==> config.mk <==
export PLATFORM = sky130hd
export DESIGN_NAME = hazard_ctrl
export DESIGN_NICKNAME = d
export VERILOG_FILES = /design/src/rtl/hazard_pkg.sv /design/src/rtl/hazard_ctrl_md_busy_seq.sv /design/src/rtl/hazard_ctrl.sv
export SDC_FILE = /design/constraint.sdc
export NUM_CORES = 1
export LEC_CHECK = 0
export ABC_AREA = 1
export BUFFER_PORTS_ARGS = -buffer_cell sky130_fd_sc_hd__buf_2
export CORE_MARGIN = 2
export CORE_UTILIZATION = 44
export CTS_CLUSTER_DIAMETER = 60
export DETAILED_ROUTE_END_ITERATION = 8
export MAX_ROUTING_LAYER = met4
export PLACE_DENSITY = 0.9
export SYNTH_ARGS = -nofsm -noshare
export SYNTH_HDL_FRONTEND = slang
export SYNTH_SLANG_ARGS = --single-unit
==> constraint.sdc <==
create_clock -name clk -period 1.4 [get_ports clk]
set_clock_uncertainty 0.1 [all_clocks]
set_input_delay 0.21 -clock clk [delete_from_list [all_inputs] [get_ports clk]]
set_output_delay 0.21 -clock clk [all_outputs]
set_load 0.01 [all_outputs]
==> src/rtl/hazard_pkg.sv <==
// hazard_pkg: shared types and helpers for the pipeline hazard controller.
//   state_t     - MULT/DIV occupancy FSM states (IDLE, MD_RUN, MD_DONE)
//   md_type_t   - id_md_type encodings (MULT, MULTU, DIV, DIVU)
//   REG_ZERO    - architectural $0, never a hazard source
//   reg_match() - "ID instruction reads register r" compare
//   md_is_div() - true for DIV/DIVU
package hazard_pkg;

  typedef enum logic [1:0] {
    IDLE    = 2'd0,
    MD_RUN  = 2'd1,
    MD_DONE = 2'd2
  } state_t;

  typedef enum logic [1:0] {
    MD_MULT  = 2'd0,
    MD_MULTU = 2'd1,
    MD_DIV   = 2'd2,
    MD_DIVU  = 2'd3
  } md_type_t;

  localparam logic [4:0] REG_ZERO = 5'd0;

  // The ID instruction depends on r when r is a real register and one of
  // its used source fields names it.
  function automatic logic reg_match(input logic [4:0] r,
                                     input logic [4:0] rs,
                                     input logic [4:0] rt,
                                     input logic       uses_rs,
                                     input logic       uses_rt);
    reg_match = (r != REG_ZERO) &&
                ((uses_rs && (rs == r)) || (uses_rt && (rt == r)));
  endfunction

  function automatic logic md_is_div(input logic [1:0] md_type);
    md_is_div = (md_type == MD_DIV) || (md_type == MD_DIVU);
  endfunction

endpackage

==> src/rtl/hazard_ctrl_md_busy_seq.sv <==
// md_busy_seq: occupancy sequencer for the multi-cycle MULT/DIV unit.
// A down-counter tracks the remaining EX occupancy of the accepted op.
//   clk, rst   - clock (rising edge), async active-high reset
//   md_accept  - MD op leaves ID this cycle (already qualified by !stall)
//   md_is_div  - accepted op is DIV/DIVU (else MULT/MULTU)
//   md_busy    - unit occupied (MD_RUN)
//   md_done    - one-cycle result-ready pulse (MD_DONE)
//   md_stall   - hold the front end while the unit is occupied
//   md_state   - current FSM state, exported for observation
module md_busy_seq
  import hazard_pkg::*;
#(
  parameter int MULT_CYCLES = 4,
  parameter int DIV_CYCLES  = 32,
  parameter int CNT_W       = 6
) (
  input  logic   clk,
  input  logic   rst,
  input  logic   md_accept,
  input  logic   md_is_div,
  output logic   md_busy,
  output logic   md_done,
  output logic   md_stall,
  output state_t md_state
);

  // Counter holds "cycles left after this one", so a load of N-1 yields
  // exactly N cycles in MD_RUN.
  localparam logic [CNT_W-1:0] MULT_LOAD = CNT_W'(MULT_CYCLES - 1);
  localparam logic [CNT_W-1:0] DIV_LOAD  = CNT_W'(DIV_CYCLES - 1);

  state_t           state_q, state_d;
  logic [CNT_W-1:0] cnt_q, cnt_d;
  logic [CNT_W-1:0] load_val;

  assign load_val = md_is_div ? DIV_LOAD : MULT_LOAD;

  always_ff @(posedge clk or posedge rst) begin
    if (rst) begin
      state_q <= IDLE;
      cnt_q   <= '0;
    end else begin
      state_q <= state_d;
      cnt_q   <= cnt_d;
    end
  end

  always_comb begin
    state_d = state_q;
    cnt_d   = cnt_q;
    case (state_q)
      IDLE: begin
        if (md_accept) begin
          state_d = MD_RUN;
          cnt_d   = load_val;
        end
      end
      MD_RUN: begin
        if (cnt_q == '0) begin
          state_d = MD_DONE;
        end else begin
          cnt_d = cnt_q - 1'b1;
        end
      end
      MD_DONE: begin
        // A back-to-back op held during MD_RUN is accepted here.
        if (md_accept) begin
          state_d = MD_RUN;
          cnt_d   = load_val;
        end else begin
          state_d = IDLE;
        end
      end
      default: begin
        state_d = IDLE;
        cnt_d   = '0;
      end
    endcase
  end

  assign md_busy  = (state_q == MD_RUN);
  assign md_stall = (state_q == MD_RUN);
  assign md_done  = (state_q == MD_DONE);
  assign md_state = state_q;

endmodule

==> src/rtl/hazard_ctrl.sv <==
// hazard_ctrl: stall / flush / bubble controller for the 5-stage pipeline.
// Build option: define HAZ_PERF_CNT_EN to get a saturating stall-cycle
// counter on stall_cycles; otherwise stall_cycles is constant zero.
//   clk, rst                 - clock (rising edge), async active-high reset
//   id_rs/id_rt, id_uses_*   - source registers read by the ID instruction
//   id_is_branch             - ID branch compares operands in ID
//   id_branch_taken          - ID branch/jump resolves taken
//   id_md_start, id_md_type  - ID instruction is a MULT/DIV op and its kind
//   ex_mem_read/ex_reg_write/ex_rd - EX stage destination info
//   mem_mem_read/mem_rd      - MEM stage load destination info
//   stall        - hold PC and IF/ID
//   branch_flush - clear IF/ID (never together with stall)
//   id_ex_bubble - insert NOP into ID/EX
//   md_busy, md_done - MULT/DIV occupancy and result-ready pulse
//   stall_cycles - performance counter (see build option)
module hazard_ctrl
  import hazard_pkg::*;
#(
  parameter int MULT_CYCLES = 4,
  parameter int DIV_CYCLES  = 32,
  parameter int CNT_W       = 6
) (
  input  logic        clk,
  input  logic        rst,
  input  logic [4:0]  id_rs,
  input  logic [4:0]  id_rt,
  input  logic        id_uses_rs,
  input  logic        id_uses_rt,
  input  logic        id_is_branch,
  input  logic        id_branch_taken,
  input  logic        id_md_start,
  input  logic [1:0]  id_md_type,
  input  logic        ex_mem_read,
  input  logic        ex_reg_write,
  input  logic [4:0]  ex_rd,
  input  logic        mem_mem_read,
  input  logic [4:0]  mem_rd,
  output logic        stall,
  output logic        branch_flush,
  output logic        id_ex_bubble,
  output logic        md_busy,
  output logic        md_done,
  output logic [31:0] stall_cycles
);

  logic   ex_match, mem_match;
  logic   load_use, br_hz, md_stall;
  logic   md_accept;
  state_t md_state;

  assign ex_match  = reg_match(ex_rd,  id_rs, id_rt, id_uses_rs, id_uses_rt);
  assign mem_match = reg_match(mem_rd, id_rs, id_rt, id_uses_rs, id_uses_rt);

  assign load_use = ex_mem_read && ex_match;

  // Branches compare in ID, so any EX producer is too late to forward and
  // a MEM load has not returned data yet.
  assign br_hz = id_is_branch &&
                 ((ex_reg_write && ex_match) || (mem_mem_read && mem_match));

  assign stall        = load_use | br_hz | md_stall;
  assign id_ex_bubble = stall;
  // A stalled branch has no trustworthy decision yet; flush waits for it.
  assign branch_flush = id_branch_taken && !stall;

  // Starts seen during MD_RUN are stalled (md_stall) and re-presented later.
  assign md_accept = id_md_start && !stall && (md_state != MD_RUN);

  md_busy_seq #(
    .MULT_CYCLES (MULT_CYCLES),
    .DIV_CYCLES  (DIV_CYCLES),
    .CNT_W       (CNT_W)
  ) u_md_busy_seq (
    .clk       (clk),
    .rst       (rst),
    .md_accept (md_accept),
    .md_is_div (md_is_div(id_md_type)),
    .md_busy   (md_busy),
    .md_done   (md_done),
    .md_stall  (md_stall),
    .md_state  (md_state)
  );

`ifdef HAZ_PERF_CNT_EN
  logic [31:0] perf_q;

  always_ff @(posedge clk or posedge rst) begin
    if (rst) begin
      perf_q <= 32'd0;
    end else if (stall && (perf_q != 32'hFFFF_FFFF)) begin
      perf_q <= perf_q + 32'd1;
    end
  end

  assign stall_cycles = perf_q;
`else
  assign stall_cycles = 32'h0;
`endif

endmodule
==> flow_summary.json, run 1 <==
{
  "cts_root_buf": "clkbuf_4",
  "ys_ff_latch": 8,
  "worstSetupPathType": "reg2reg",
  "finalHoldViolations": 0,
  "gr-total-overflow": 0,
  "max_cap_viol_count": 0,
  "report.final.slew_viol_count": 0,
  "setup_violations": 3,
  "leakage_nw": 0.908,
  "std_cell_rows": 18,
  "startpoint_type": "flip-flop",
  "cp_data_arrival_time_ns": 1.44,
  "ant_nets": 0,
  "h-tree-depth": 1,
  "viasPerCell": 4.42,
  "fp.dieArea_um2": 3120,
  "cp-end-kind": "flip-flop",
  "die_x_um": 55.9,
  "setup_slack_ns": -0.0127,
  "status": "finished with violations",
  "max_freq_mhz": 708,
  "start_util_pct": 47.0,
  "pin_count": 69,
  "drtIter0Drc": 36,
  "cts_max_path_buffers": 2,
  "numClockSinks": 8,
  "cts_tree": "built",
  "area_growth_pct": 26.4,
  "cts_buffers": 3,
  "min_path_cells": 5,
  "syn_avg_cell_area_um2": 5.89,
  "synthCells": 201,
  "antenna_found_initial": 0,
  "violations": "negative setup slack",
  "postPlaceCellArea_um2": 1330,
  "period_share_pct": 101,
  "portBuffers": 35,
  "synth_cell_type_count": 24,
  "wl_per_cell_um": 9.11,
  "coreArea_um2": 2520,
  "p_per_area_nw_per_um2": 1290,
  "synth_seq_area_share_pct": 16.9,
  "cp_max_fo": 7,
  "fin_util_pct": 59.4,
  "cp.required_ns": 1.42,
  "routabilityCongestion": 0.913,
  "vias": 1254,
  "insertedDiodeCount": 0,
  "rsz0062_at_grt": "yes",
  "rr_worst_depth": 7,
  "grt_pass1_vias": 1013,
  "grt_max_degree": 9,
  "drc_errors": 0,
  "clk_latency_ns": 0.24,
  "fin_nets": 290,
  "tns_ns": -0.0269,
  "layout-drive-gt1-share_pct": 34.6,
  "dp_hpwl_um": 2000,
  "fin_crit_ns": 1.41,
  "peakVddDrop_mv": 1.26,
  "synth_area_um2": 1180,
  "fp.dieH_um": 55.9,
  "track_usage_pct": 14.9,
  "yosysWarnings": 0,
  "wl_um": 2590,
  "clk_pin_slew_ns": 0.05,
  "final_cell_area_um2": 1500,
  "grt_pass1_wl_um": 3840,
  "dr.pass1.iters": 4,
  "hold_path.class": "in2reg"
}
## worst max-delay path, stage by stage (launching register included)
cell and delay [ns]:
dfrtp_1 0.39, inv_2 0.08, ha_1 0.14, nand4_1 0.14, nor2_2 0.18, inv_2 0.10, nand3_1 0.10, nand2_1 0.06
## area by class of cell
type	count	area, um^2
fill	237	1020
multi-input combinational	161	772
timing repair buffer	52	345
sequential	8	200
inverter	30	120
tap	30	37.5
clock buffer	3	22.5
## flip-flops by register name, indices dropped and copies added (netlist names)
signal	cells
u_md_busy_seq.md_state	2
u_md_busy_seq.cnt_q	6
## worst paths after layout
kind                            slack [ns]                        end                    from
worst min-delay path                  0.27     u_md_busy_seq.cnt_q[4]           id_md_type[1]
min in group asynchronous             0.34     u_md_busy_seq.cnt_q[4]                     rst
worst min register to register        0.41     u_md_busy_seq.cnt_q[4]  u_md_busy_seq.cnt_q[4]
worst max register to register       -0.01     u_md_busy_seq.cnt_q[1]  u_md_busy_seq.cnt_q[0]
worst max-delay path                 -0.01     u_md_busy_seq.cnt_q[1]  u_md_busy_seq.cnt_q[0]
max in group asynchronous             0.65  u_md_busy_seq.md_state[0]                     rst
## cell usage in the layout (no fill, tap or decap), types with 2 or more instances in the layout
cell / netlist / final
inv_4: 1 / 3
nand2_1: 62 / 61
buf_2: 0 / 28
inv_2: 7 / 15
o21ai_1: 3 / 6
nand2_2: 1 / 2
o21ai_0: 9 / 6
buf_6: 0 / 6
nor2_2: 1 / 4
nand2_4: 3 / 3
buf_4: 33 / 17
nor2_1: 21 / 18
conb_1: 1 / 32
dfrtp_1: 8 / 8
nand4_1: 2 / 2
nand3_1: 13 / 12
a21oi_1: 5 / 4
clkbuf_4: 0 / 3
inv_1: 22 / 12
## cell usage after synthesis
cell type / number / area [um^2]
nand2_1: 62 / 233
buf_4: 33 / 248
inv_1: 22 / 82.6
nor2_1: 21 / 78.8
nand3_1: 13 / 65.1
o21ai_0: 9 / 45.0
dfrtp_1: 8 / 200
inv_2: 7 / 26.3
a21oi_1: 5 / 25.0
nand2_4: 3 / 33.8
o21ai_1: 3 / 15.0
ha_1: 2 / 25.0
nand4_1: 2 / 12.5
conb_1: 1 / 3.75
inv_4: 1 / 6.26
nand2_2: 1 / 6.26
nand3_2: 1 / 10.0
nand4_4: 1 / 21.3
nor2_2: 1 / 6.26
nor2_4: 1 / 11.3
nor3_1: 1 / 5.00
o21bai_1: 1 / 7.51
xnor2_1: 1 / 8.76
xor2_1: 1 / 8.76
## routing by layer
metal,track usage [%],wire (um),up-vias
met2,26.4,1310,46
met3,1.40,171,0
met4,4.08,0,0
li1,-,-,660
met5,-,0,-
met1,18.2,1110,548
## report_power, final
part           internal [mW]  switching [mW]
Clock                 0.0972          0.0646
Combinational          0.592           0.742
Sequential             0.341          0.0889
## kinds of logic after synthesis
family,after synthesis,share of synthesized area [%]
simple gates,107,40.8
buf+inv,63,30.6
compound gates,18,7.81
flops,8,16.9
xor+xnor,2,1.48
fa+ha+maj,2,2.11
other cells,1,0.316
## repair_timing
| action | 4_1_cts | 5_1_grt |
|---|---|---|
| pin swaps | 9 | 13 |
| resized for setup | 13 | 21 |
| hold buffers | 1 | 0 |
| setup buffers | 4 | 4 |
| setup endpoints to repair | 9 | 9 |
| hold endpoints to repair | 8 | 0 |
## metrics by stage
| step | hold WS [ns] | worst slack, ns | power [mW] | instances |
|---|---|---|---|---|
| 3_3_place_gp | 0.0457 | -0.0597 | 1.50 | 272 |
| 5_1_grt | 0.295 | -0.117 | 2.10 | 284 |
| 2_1_floorplan | -0.0743 | 0.0455 | 1.26 | 232 |
| 6_report | 0.269 | -0.0127 | 1.93 | 284 |
| 4_1_cts | 0.268 | -0.0359 | 1.78 | 280 |
| 3_5_place_dp | 0.0486 | -0.0943 | 1.53 | 272 |
No activity file was read; power rests on OpenSTA's default activity.
==> run 2, diff against run 1 <==
--- a/config.mk
+++ b/config.mk
@@ -12,7 +12,7 @@
 export CTS_CLUSTER_DIAMETER = 60
 export DETAILED_ROUTE_END_ITERATION = 8
 export MAX_ROUTING_LAYER = met4
-export PLACE_DENSITY = 0.9
+export PLACE_DENSITY = 0.81
 export SYNTH_ARGS = -nofsm -noshare
 export SYNTH_HDL_FRONTEND = slang
 export SYNTH_SLANG_ARGS = --single-unit
==> run 2 against run 1 <==
Effect of this change: the flow still finishes with violations (negative setup slack); via count is 2.2% higher; largest cell class unchanged; sequential power is 0.9% lower; die area stayed put; global-route usage is 2.6 points higher; final cell count is 1.1% higher; critical path depth stayed put; combinational power is 16% higher.
==> flow_summary.json, run 2 (same netlist as run 1, synthesis figures left out) <==
{
  "h-tree-depth": 1,
  "postPlaceCellArea_um2": 1330,
  "leakage_nw": 0.923,
  "crit_chain": "buf_4 > nor2_1 > nand2_1 > xor2_1 > o21ai_0 > nand3_1 > nand2_1",
  "wl_per_cell_um": 9.74,
  "cts_max_path_buffers": 2,
  "grt_pass1_vias": 1104,
  "report.final.slew_viol_count": 0,
  "fin_crit_ns": 1.43,
  "mostFrequentLayoutCells": "nand2_1, conb_1, buf_2",
  "fp.dieH_um": 55.9,
  "hold_ws_ns": 0.262,
  "die_x_um": 55.9,
  "finalHoldViolations": 0,
  "fin_nets": 293,
  "cp.depth": 7,
  "wl_um": 2800,
  "antenna_found_initial": 0,
  "fp.dieArea_um2": 3120,
  "area_growth_pct": 30.4,
  "cp_top_family": "simple AND/OR/NAND/NOR gates",
  "cts_root_buf": "clkbuf_4",
  "cp_max_fo": 2,
  "dp_hpwl_um": 1950,
  "status": "finished with violations",
  "gr-total-overflow": 0,
  "vias": 1281,
  "track_usage_pct": 17.5,
  "cp-end-kind": "flip-flop",
  "peakVddDrop_mv": 1.16,
  "min_path_cells": 4,
  "cp.required_ns": 1.50,
  "register_area_um2": 200,
  "coreArea_um2": 2520,
  "numClockSinks": 8,
  "max_freq_mhz": 697,
  "critPathSlowestCell": "dfrtp_1",
  "timing.critical_path.mode_cell": "nand2_1",
  "dr.pass1.iters": 4,
  "portBuffers": 35,
  "final_common_cell": "nand2_1",
  "clk_latency_ns": 0.26,
  "insertedDiodeCount": 0,
  "drtIter0Drc": 37,
  "largest-register": "u_md_busy_seq.cnt_q",
  "tns_ns": -0.0764,
  "cts_buffers": 3,
  "grt_pass1_wl_um": 4320,
  "drc_errors": 0,
  "fin_util_pct": 61.3,
  "pin_count": 69,
  "viasPerCell": 4.46,
  "cp_data_arrival_time_ns": 1.54,
  "worstSetupPathType": "reg2reg",
  "grt_max_degree": 9,
  "num-fill-cells": 233,
  "start_util_pct": 47.0,
  "routabilityCongestion": 0.895,
  "finalPower_mw": 2.15,
  "rr_worst_depth": 7,
  "hold_path.class": "in2reg",
  "max_cap_viol_count": 0,
  "rsz0062_at_grt": "yes",
  "period_share_pct": 102,
  "multi_input_area_um2": 811,
  "std_cell_rows": 18,
  "clk_pin_slew_ns": 0.06,
  "cts_tree": "built",
  "final_cell_area_um2": 1550,
  "setup_violations": 4,
  "worstPathBufferInverterCount": 1,
  "layout-drive-gt1-share_pct": 38.1,
  "p_per_area_nw_per_um2": 1390,
  "violations": "negative setup slack",
  "max_stage_delay_ns": 0.38,
  "setup_slack_ns": -0.0341,
  "startpoint_type": "flip-flop",
  "largest_reg_flops": 6,
  "ant_nets": 0
}
run 2: worst reg2reg max path, cell delays in order (launching register included):
cell	delay (ns)
dfrtp_1	0.38
buf_4	0.14
nor2_1	0.11
nand2_1	0.11
xor2_1	0.16
o21ai_0	0.20
nand3_1	0.11
nand2_1	0.07
run 2: metal layers:
metal  wire [um]  GRT usage, %  vias up
li1            -             -      663
met4          28          7.48        0
met5           0             -        -
met3         227         0.698        4
met2        1400          31.8       56
met1        1150          20.0      558
run 2: layout make-up:
class | count | share of cell area, %
timing repair buffer | 55 | 22.8
clock buffer | 3 | 1.46
multi-input combinational | 161 | 52.5
tap | 30 | 2.43
sequential | 8 | 13.0
inverter | 30 | 7.94
run 2: final timing paths:
path / slack [ns] / startpoint / end
setup / recovery: -0.03 / u_md_busy_seq.cnt_q[1] / u_md_busy_seq.cnt_q[3]
hold / removal: 0.26 / id_md_start / u_md_busy_seq.md_state[0]
setup reg to reg: -0.03 / u_md_busy_seq.cnt_q[1] / u_md_busy_seq.cnt_q[3]
hold reg to reg: 0.41 / u_md_busy_seq.cnt_q[5] / u_md_busy_seq.cnt_q[5]
max in group asynchronous: 0.59 / rst / u_md_busy_seq.cnt_q[4]
min in group asynchronous: 0.36 / rst / u_md_busy_seq.cnt_q[1]
run 2: what timing repair did:
| item | 4_1_cts | 5_1_grt |
|---|---|---|
| hold buffers | 1 | 0 |
| buffers inserted | 6 | 5 |
| hold endpoints to repair | 8 | 0 |
| gates resized for setup | 13 | 27 |
| setup endpoints to repair | 9 | 12 |
| pin swaps | 10 | 16 |
run 2: power by group:
group	leakage [nW]	internal, mW	switching, mW	total, mW
Clock	0.0138	0.0988	0.0889	0.188
Combinational	0.811	0.692	0.850	1.54
Sequential	0.0984	0.341	0.0852	0.426
Total	0.923	1.13	1.02	2.15
run 2: metrics by stage:
step	std cells	setup slack, ns
finish	287	-0.0341
global route	287	-0.116
CTS	282	-0.0529
detailed placement	272	-0.122
global placement	272	-0.0617
floorplan	232	0.0455
==> run 3, diff against run 2 <==
--- a/config.mk
+++ b/config.mk
@@ -7,7 +7,8 @@
 export LEC_CHECK = 0
 export ABC_AREA = 1
 export BUFFER_PORTS_ARGS = -buffer_cell sky130_fd_sc_hd__buf_2
-export CORE_MARGIN = 2
+export CORE_ASPECT_RATIO = 1.1
+export CORE_MARGIN = 4
 export CORE_UTILIZATION = 44
 export CTS_CLUSTER_DIAMETER = 60
 export DETAILED_ROUTE_END_ITERATION = 8
==> run 3 against run 2 <==
Effect of this change: the flow still finishes with violations (negative setup slack); routed wire length down 3.5%; register-to-register slack better by 0.04 ns; sequential share of layout area up 0.56 points; die area up 15%; core utilization down 3.0 points; flip-flop and latch count unchanged; global-route usage down 3.7 points; clock-buffer cell count unchanged; cell area down 4.1%; fmax up 2.3%; critical path depth down 2; critical endpoint is now branch_flush.
==> flow_summary.json, run 3 (same netlist as run 1, synthesis figures left out) <==
{
  "numClockSinks": 8,
  "post-place-cells": 272,
  "fin_util_pct": 58.2,
  "drtIter0Drc": 41,
  "max_freq_mhz": 713,
  "wl_um": 2700,
  "cts_tree": "built",
  "clk_pin_slew_ns": 0.05,
  "status": "finished with violations",
  "h-tree-depth": 1,
  "coreArea_um2": 2540,
  "largest_reg_flops": 6,
  "rsz0062_at_grt": "yes",
  "dr.pass1.iters": 4,
  "worstSetupPathType": "reg2out",
  "tns_ns": -0.00194,
  "hold_ws_ns": 0.269,
  "route.met2.wl_um": 1310,
  "die_x_um": 57.5,
  "pwr-share-clk_pct": 8.4,
  "largest-register": "u_md_busy_seq.cnt_q",
  "routabilityCongestion": 0.871,
  "vias": 1274,
  "worstReg2RegStart": "u_md_busy_seq.cnt_q[0]",
  "p_int_mw": 1.05,
  "report.final.slew_viol_count": 0,
  "seqPwrFrac_pct": 21.6,
  "rrSetupSlack_ns": 0.01,
  "cp.required_ns": 1.09,
  "peakVddDrop_mv": 1.21,
  "leakage_nw": 0.918,
  "reg2reg_to": "u_md_busy_seq.cnt_q[1]",
  "portBuffers": 35,
  "cp_data_arrival_time_ns": 1.09,
  "wl_per_cell_um": 9.36,
  "highest_layer": "met4",
  "grt_pass1_vias": 1074,
  "area_growth_pct": 25.0,
  "layout-drive-gt1-share_pct": 33.9,
  "stdcell_count": 288,
  "startpoint_type": "flip-flop",
  "cts_root_buf": "clkbuf_4",
  "period_share_pct": 100,
  "std_cell_rows": 19,
  "finalPower_mw": 1.94,
  "final_common_cell": "nand2_1",
  "p_per_area_nw_per_um2": 1310,
  "start_util_pct": 46.6,
  "fin_crit_ns": 1.40,
  "fp.dieArea_um2": 3590,
  "cp_max_fo": 3,
  "power_switching_mw": 0.884,
  "ant_nets": 0,
  "antenna_found_initial": 0,
  "dp_hpwl_um": 2180,
  "viasPerCell": 4.42,
  "hold_path.class": "in2reg",
  "gr-total-overflow": 0,
  "wl_met1_um": 1120,
  "setup_violations": 1,
  "drc_errors": 0,
  "fin_nets": 293,
  "cp-end-kind": "primary output",
  "critPathLaunch": "u_md_busy_seq.md_state[1]",
  "setup_slack_ns": -0.00194,
  "grt_pass1_wl_um": 3970,
  "track_usage_pct": 13.8,
  "rr_worst_depth": 8,
  "endpoint": "branch_flush",
  "insertedDiodeCount": 0,
  "clk_latency_ns": 0.24,
  "grt_max_degree": 9,
  "mostFrequentLayoutCells": "nand2_1, buf_2, conb_1",
  "cts_buffers": 3,
  "max_cap_viol_count": 0,
  "p_sw_share_pct": 45.7,
  "fp.dieH_um": 62.4,
  "violations": "negative setup slack",
  "pin_count": 69,
  "p_comb_share_pct": 70.0,
  "routed-wl-met3_um": 227,
  "finalHoldViolations": 0,
  "cts_max_path_buffers": 2
}
==> run 3: cell counts in the layout (fill, tap and decap cells not counted) <==
Identical to the previous run, type by type.
==> run 3: per-layer routing <==
| metal | vias to the layer above | GRT usage [%] |
|---|---|---|
| met4 | 0 | 5.22 |
| met3 | 4 | 1.65 |
| li1 | 668 | - |
| met1 | 552 | 15.4 |
| met2 | 50 | 24.4 |
| met5 | - | - |
==> run 3: critical path, stage by stage (launching register included) <==
cell and delay, ns:
dfrtp_1 0.41, nor2_4 0.15, inv_4 0.05, nand3_4 0.08, nor2_2 0.03, buf_2 0.12
==> run 3: worst min-delay path by stage <==
stage / to / slack, ns / start / depth (start not counted)
after floorplan: u_md_busy_seq.cnt_q[0] / -0.07 / rst / 1
after global placement: u_md_busy_seq.cnt_q[5] / 0.05 / rst / 2
after detailed placement: u_md_busy_seq.cnt_q[5] / 0.05 / rst / 2
after CTS: u_md_busy_seq.cnt_q[4] / 0.26 / id_md_type[1] / 5
after global routing: u_md_busy_seq.md_state[0] / 0.30 / id_md_start / 4
final: u_md_busy_seq.cnt_q[4] / 0.27 / id_md_type[1] / 5
==> run 3: repair_timing <==
| item | 4_1_cts | 5_1_grt |
|---|---|---|
| hold endpoints to repair | 8 | 0 |
| hold buffers | 1 | 0 |
| pin swaps | 8 | 4 |
| setup buffers | 7 | 5 |
| endpoints found under the setup margin | 9 | 11 |
| gates resized for setup | 10 | 10 |
==> run 3: final cells by class <==
class,count,area (um^2)
well taps,31,38.8
fillers,257,1060
flip-flops and latches,8,200
repair buffers,55,334
multi-input cells,161,768
inverters,30,118
clock buffers,3,22.5
==> run 3: power groups by stage <==
| stage | combinational [mW] | clock [mW] | sequential, mW |
|---|---|---|---|
| final | 1.35 | 0.162 | 0.418 |
| after global placement | 1.08 | 0 | 0.422 |
| after global routing | 1.51 | 0.188 | 0.432 |
| after detailed placement | 1.10 | 0 | 0.426 |
| after CTS | 1.23 | 0.171 | 0.417 |
| after floorplan | 0.845 | 0 | 0.417 |
==> run 3: metrics by stage <==
step | cell area [um^2] | setup WS [ns]
6_report | 1480 | -0.00194
4_1_cts | 1430 | -0.0222
3_5_place_dp | 1320 | -0.107
5_1_grt | 1480 | -0.101
2_1_floorplan | 1300 | 0.0455
3_3_place_gp | 1320 | -0.0737
